[src/rtl/sa_acc_drain.sv]
// sa_acc_drain: result-drain engine at the output edge of one systolic-array column.
//
// Snapshots the per-row FP32 PE results into shadow registers. On drain_req it waits
// MAC_LAT cycles so that in-flight MACs can settle. It then pulses clr_acc to the PEs and
// streams the frozen snapshot one row per beat over a valid/ready master port.
//
// Ports:
//   clk, rst_n           clock (rising edge), asynchronous active-low reset
//   drain_req            pulse to start a drain; only accepted in idle
//   busy                 high in every state except idle
//   drain_done           one-cycle pulse after the last beat is accepted
//   pe_valid, pe_y       per-row PE result valid and data (row r = pe_y[32*r+:32])
//   clr_acc              one-cycle pulse that clears the PE accumulators
//   m_valid/m_ready      stream handshake
//   m_data/m_row/m_last  beat payload (FP32 word, row index, last-row flag)
//   drop_err             sticky: a PE result arrived while the shadow was frozen
//
// Optional feature macro SA_DRAIN_EXC_FLAG_EN adds these outputs:
//   m_exc                beat carries Inf/NaN (exponent field all ones)
//   exc_sticky           set by any transferred beat with m_exc; cleared on an accepted drain_req

module sa_acc_drain #(
  parameter int unsigned ROWS    = 4,
  parameter int unsigned MAC_LAT = 5,
  localparam int unsigned RW     = (ROWS > 1) ? $clog2(ROWS) : 1
) (
  input  logic             clk,
  input  logic             rst_n,
  input  logic             drain_req,
  output logic             busy,
  output logic             drain_done,
  input  logic [ROWS-1:0]  pe_valid,
  input  logic [ROWS*32-1:0] pe_y,
  output logic             clr_acc,
  output logic             m_valid,
  input  logic             m_ready,
  output logic [31:0]      m_data,
  output logic [RW-1:0]    m_row,
  output logic             m_last,
  output logic             drop_err
`ifdef SA_DRAIN_EXC_FLAG_EN
  ,
  output logic             m_exc,
  output logic             exc_sticky
`endif
);

  localparam int unsigned CW = (MAC_LAT > 1) ? $clog2(MAC_LAT) : 1;
  localparam logic [RW-1:0] LastRow = RW'(ROWS - 1);
  localparam logic [CW-1:0] WaitInit = CW'(MAC_LAT - 1);

  typedef enum logic [2:0] {StIdle, StWait, StClear, StStream, StDone} state_e;

  state_e        state_q;
  logic [CW-1:0] cnt_q;
  logic [RW-1:0] row_q;
  logic [31:0]   shadow_q [ROWS];
  logic [RW-1:0] row_nxt;

  assign row_nxt = row_q + RW'(1);
  assign m_row   = row_q;

`ifdef SA_DRAIN_EXC_FLAG_EN
  function automatic logic is_exc(input logic [31:0] d);
    return d[30:23] == 8'hFF;
  endfunction
`endif

  always_ff @(posedge clk or negedge rst_n) begin
    if (!rst_n) begin
      state_q    <= StIdle;
      cnt_q      <= '0;
      row_q      <= '0;
      for (int r = 0; r < ROWS; r++) shadow_q[r] <= '0;
      busy       <= 1'b0;
      drain_done <= 1'b0;
      clr_acc    <= 1'b0;
      m_valid    <= 1'b0;
      m_data     <= '0;
      m_last     <= 1'b0;
      drop_err   <= 1'b0;
`ifdef SA_DRAIN_EXC_FLAG_EN
      m_exc      <= 1'b0;
      exc_sticky <= 1'b0;
`endif
    end else begin
      clr_acc    <= 1'b0;
      drain_done <= 1'b0;

      // Shadow tracks PE results until the tile is committed; afterwards late
      // results are dropped and flagged rather than corrupting the stream.
      if (state_q == StIdle || state_q == StWait) begin
        for (int r = 0; r < ROWS; r++) begin
          if (pe_valid[r]) shadow_q[r] <= pe_y[32*r +: 32];
        end
      end else if (|pe_valid) begin
        drop_err <= 1'b1;
      end

      unique case (state_q)
        StIdle: begin
          if (drain_req) begin
            state_q    <= StWait;
            cnt_q      <= WaitInit;
            busy       <= 1'b1;
            drop_err   <= 1'b0;
`ifdef SA_DRAIN_EXC_FLAG_EN
            exc_sticky <= 1'b0;
`endif
          end
        end
        StWait: begin
          if (cnt_q == '0) begin
            state_q <= StClear;
            clr_acc <= 1'b1;
          end else begin
            cnt_q <= cnt_q - CW'(1);
          end
        end
        StClear: begin
          state_q <= StStream;
          row_q   <= '0;
          m_valid <= 1'b1;
          m_data  <= shadow_q[0];
          m_last  <= 1'b0;
`ifdef SA_DRAIN_EXC_FLAG_EN
          m_exc   <= is_exc(shadow_q[0]);
`endif
        end
        StStream: begin
          if (m_ready) begin
`ifdef SA_DRAIN_EXC_FLAG_EN
            if (m_exc) exc_sticky <= 1'b1;
`endif
            if (row_q == LastRow) begin
              state_q    <= StDone;
              drain_done <= 1'b1;
              m_valid    <= 1'b0;
              m_data     <= '0;
              m_last     <= 1'b0;
              row_q      <= '0;
`ifdef SA_DRAIN_EXC_FLAG_EN
              m_exc      <= 1'b0;
`endif
            end else begin
              row_q  <= row_nxt;
              m_data <= shadow_q[row_nxt];
              m_last <= (row_nxt == LastRow);
`ifdef SA_DRAIN_EXC_FLAG_EN
              m_exc  <= is_exc(shadow_q[row_nxt]);
`endif
            end
          end
        end
        StDone: begin
          for (int r = 0; r < ROWS; r++) shadow_q[r] <= '0;
          state_q <= StIdle;
          busy    <= 1'b0;
        end
        default: begin
          state_q <= StIdle;
          busy    <= 1'b0;
          m_valid <= 1'b0;
        end
      endcase
    end
  end

endmodule
[config.mk]
export PLATFORM = sky130hd
export DESIGN_NAME = sa_acc_drain
export DESIGN_NICKNAME = d
export VERILOG_FILES = /design/src/rtl/sa_acc_drain.sv
export SDC_FILE = /design/constraint.sdc
export NUM_CORES = 1
export LEC_CHECK = 0
export ABC_CLOCK_PERIOD_IN_PS = 4000
export BUFFER_PORTS_ARGS = -buffer_cell sky130_fd_sc_hd__buf_4
export CAP_MARGIN = 20
export CORE_MARGIN = 4
export CORE_UTILIZATION = 45
export DETAILED_ROUTE_END_ITERATION = 16
export GPL_TIMING_DRIVEN = 0
export PLACE_DENSITY_LB_ADDON = 0.08
export SETUP_SLACK_MARGIN = 0.05
export SYNTH_ARGS = -nofsm -noshare
export SYNTH_HDL_FRONTEND = slang
export SYNTH_SLANG_ARGS = --single-unit
[constraint.sdc]
create_clock -name clk -period 4 [get_ports clk]
set_clock_uncertainty 0.1 [all_clocks]
set_input_delay 0.2 -clock clk [delete_from_list [all_inputs] [get_ports clk]]
set_output_delay 0.2 -clock clk [all_outputs]
set_load 0.03 [all_outputs]
==> out/metrics.csv <==
metric,value,unit
CTS tree,yes,
Pre-antenna DRT Iters,5,
CP startpoint kind,flop,
Crit Path Class,reg2reg,
Max-cap violations,0,
vias in the first global route,6550,
final setup vio count,0,
fin crit share,0.747,
top layer in use,met4,
nets in the synthesized netlist,657,
Max Buffers Root-to-Sink,2,
post-synthesis sequential area ratio,0.588,
die height,136,um
Total Power,8.29,mW
initial cell density of the core,0.463,
FP Rows,46,
Syn Inst Count,517,
mean post-synth cell area,14.3,um^2
Yosys top cell area share,0.588,
worst slew pin tran,0.814,ns
Clock Pin Slew Worst Setup and Hold Paths,0.06,ns
number of clock sinks,174,
"Max FO, Critical Path",10,
final slew viol count,0,
Max Fclk,335,MHz
post-CTS setup buffer count,0,
I/O Buffers,175,
number of remaining DRC errors,0,
Routed Antenna Nets,0,
I/O pin total,176,
Total Routed Length,23200,um
Slew HR,0.458,
WL met1,9710,um
global-route wire length before repair,35800,um
power per cell area,759,nW/um^2
Fin. Hold Viols,0,
synth top area cells,"dfrtp_1 (59%), a22o_1 (15%), mux4_2 (8.5%), a221o_1 (4.3%), and2_1 (3.0%)",
Final Wtd Congestion,0.825,
RSZ-0062 raised after global routing,no,
Via density,5.68,
gr ovfl total,0,
DR WL met3,1370,um
hold crit path type,in2reg,
antenna violations before repair,3,
fin crit period,2.99,ns
die area,18600,um^2
GRT Total Usage,0.258,
Post-layout nets,983,
largest net degree at the start of global routing,93,
layout cell share with drive strength beyond 1,0.307,
Synth Warn #,0,
Num CTS Buffers,17,
WL per Instance,21.6,um
leading area contributor after synthesis,dfrtp_1,
CP required,4.21,ns
number of H-tree levels,4,
clk_lat worst skew,0.44,ns
setup TNS,0,ns
Initial DRC Count,359,
"Core Util, Final",0.683,
Leak,5.20,nW
CP Capture Type,flop,
"flops & latches, synth",174,
hpwl dp,14800,um
area delta synth->final,47.5,%
status,completed,
total number of vias,6112,
CORE AREA,16000,um^2
maximum vdd drop,477,uV
Mapped Area,7410,um^2
synth unique cells,31,
"commonest non-fill, non-tap cells in the layout","dfrtp_1 (174), buf_4 (174), dlygate4sd3_1 (131), a22o_1 (129), and2_1 (36)",
Crit path arrival time,3.20,ns
root buffer cell,clkbuf_16,
Die Width,136,um
met2 wire len,11600,um
Yosys cell counts (all sizes together):
library cell	count
buf	26
o21ai	7
nor2	3
nor3b	1
ha	4
or4b	1
o2bb2ai	2
nand3b	1
and2	36
clkbuf	23
a21oi	7
or4	1
nor2b	2
mux4	32
a31oi	2
inv	9
a221o	32
nor3	5
nand2b	7
a21o	4
o22ai	1
nand2	3
mux2	1
a22o	129
dfrtp	174
nor4	2
a211oi	2
power by group:
| part | switching, mW | total (mW) | internal [mW] | leakage, nW |
|---|---|---|---|---|
| logic | 1.74 | 3.56 | 1.82 | 2.75 |
| clock network | 0.726 | 1.64 | 0.915 | 0.282 |
| registers | 0.525 | 3.09 | 2.57 | 2.17 |
flip-flops by register name, indices dropped and copies added, names as in the netlist:
register	flops
busy	1
clr_acc	1
cnt_q	3
drain_done	1
drop_err	1
m_data	32
m_last	1
m_row	2
m_valid	1
shadow_q	128
state_q	3
cell type report:
type	count	area (um^2)
Fill cell	1176	5080
Sequential cell	174	4350
Multi-Input combinational cell	285	2780
Timing Repair Buffer	307	2660
Clock buffer	21	470
Tap cell	216	270
Buffer	49	241
Clock inverter	11	106
Inverter	9	33.8
Antenna cell	4	10.0
cell families (layout without fill, tap and decap cells):
logic type / count (synthesis) / in the layout / share of synthesized area
buffers and inverters: 58 / 397 / 0.0372
adders and majority gates: 4 / 4 / 0.00676
and+or+nand+nor: 62 / 62 / 0.0512
DFF: 174 / 174 / 0.588
muxes: 33 / 33 / 0.101
other: 0 / 4 / 0
AOI/OAI and AO/OA: 186 / 186 / 0.216
timing repair:
action / 4_1_cts / 5_1_grt
hold buffers: 131 / 0
hold endpoints to repair: 212 / 0
gates resized for setup: 0 / 0
metal layers:
| metal | global-route usage | vias to the layer above |
|---|---|---|
| li1 | - | 2689 |
| met1 | 0.336 | 3137 |
| met2 | 0.430 | 240 |
| met3 | 0.0544 | 46 |
| met4 | 0.0896 | 0 |
| met5 | 0 | - |
path summary, 6_finish.rpt:
| check | startpoint | to | slack [ns] | cells past startpoint |
|---|---|---|---|---|
| hold reg to reg | shadow_q[12] | shadow_q[12] | 0.40 | 1 |
| setup / recovery | m_row[0] | m_data[12] | 1.01 | 8 |
| max in group asynchronous | rst_n | shadow_q[97] | 2.69 | 3 |
| min in group asynchronous | rst_n | drain_done | 0.25 | 2 |
| hold / removal | pe_valid[3] | drop_err | 0.03 | 4 |
| setup reg to reg | m_row[0] | m_data[12] | 1.01 | 8 |
metrics by stage:
stage                     hold slack [ns]  std cells  area [um^2]  worst slack (ns)
after detailed placement            0.127        909         9030              1.00
after CTS                          0.0195       1072        10900             0.983
final                              0.0304       1076        10900              1.01
after global placement              0.325        908         8990              1.02
after global routing               0.0499       1075        10900             0.875
after floorplan                    -0.196        517         7410              1.43
critical path: stages (launching register included):
cell and delay (ns):
dfrtp_1 0.39, buf_6 0.16, buf_6 0.20, inv_1 0.07, ha_1 0.27, clkbuf_1 0.27
clkbuf_1 0.66, mux4_2 0.42, a221o_1 0.32
Note: power is estimated with default switching activity, not from simulation.
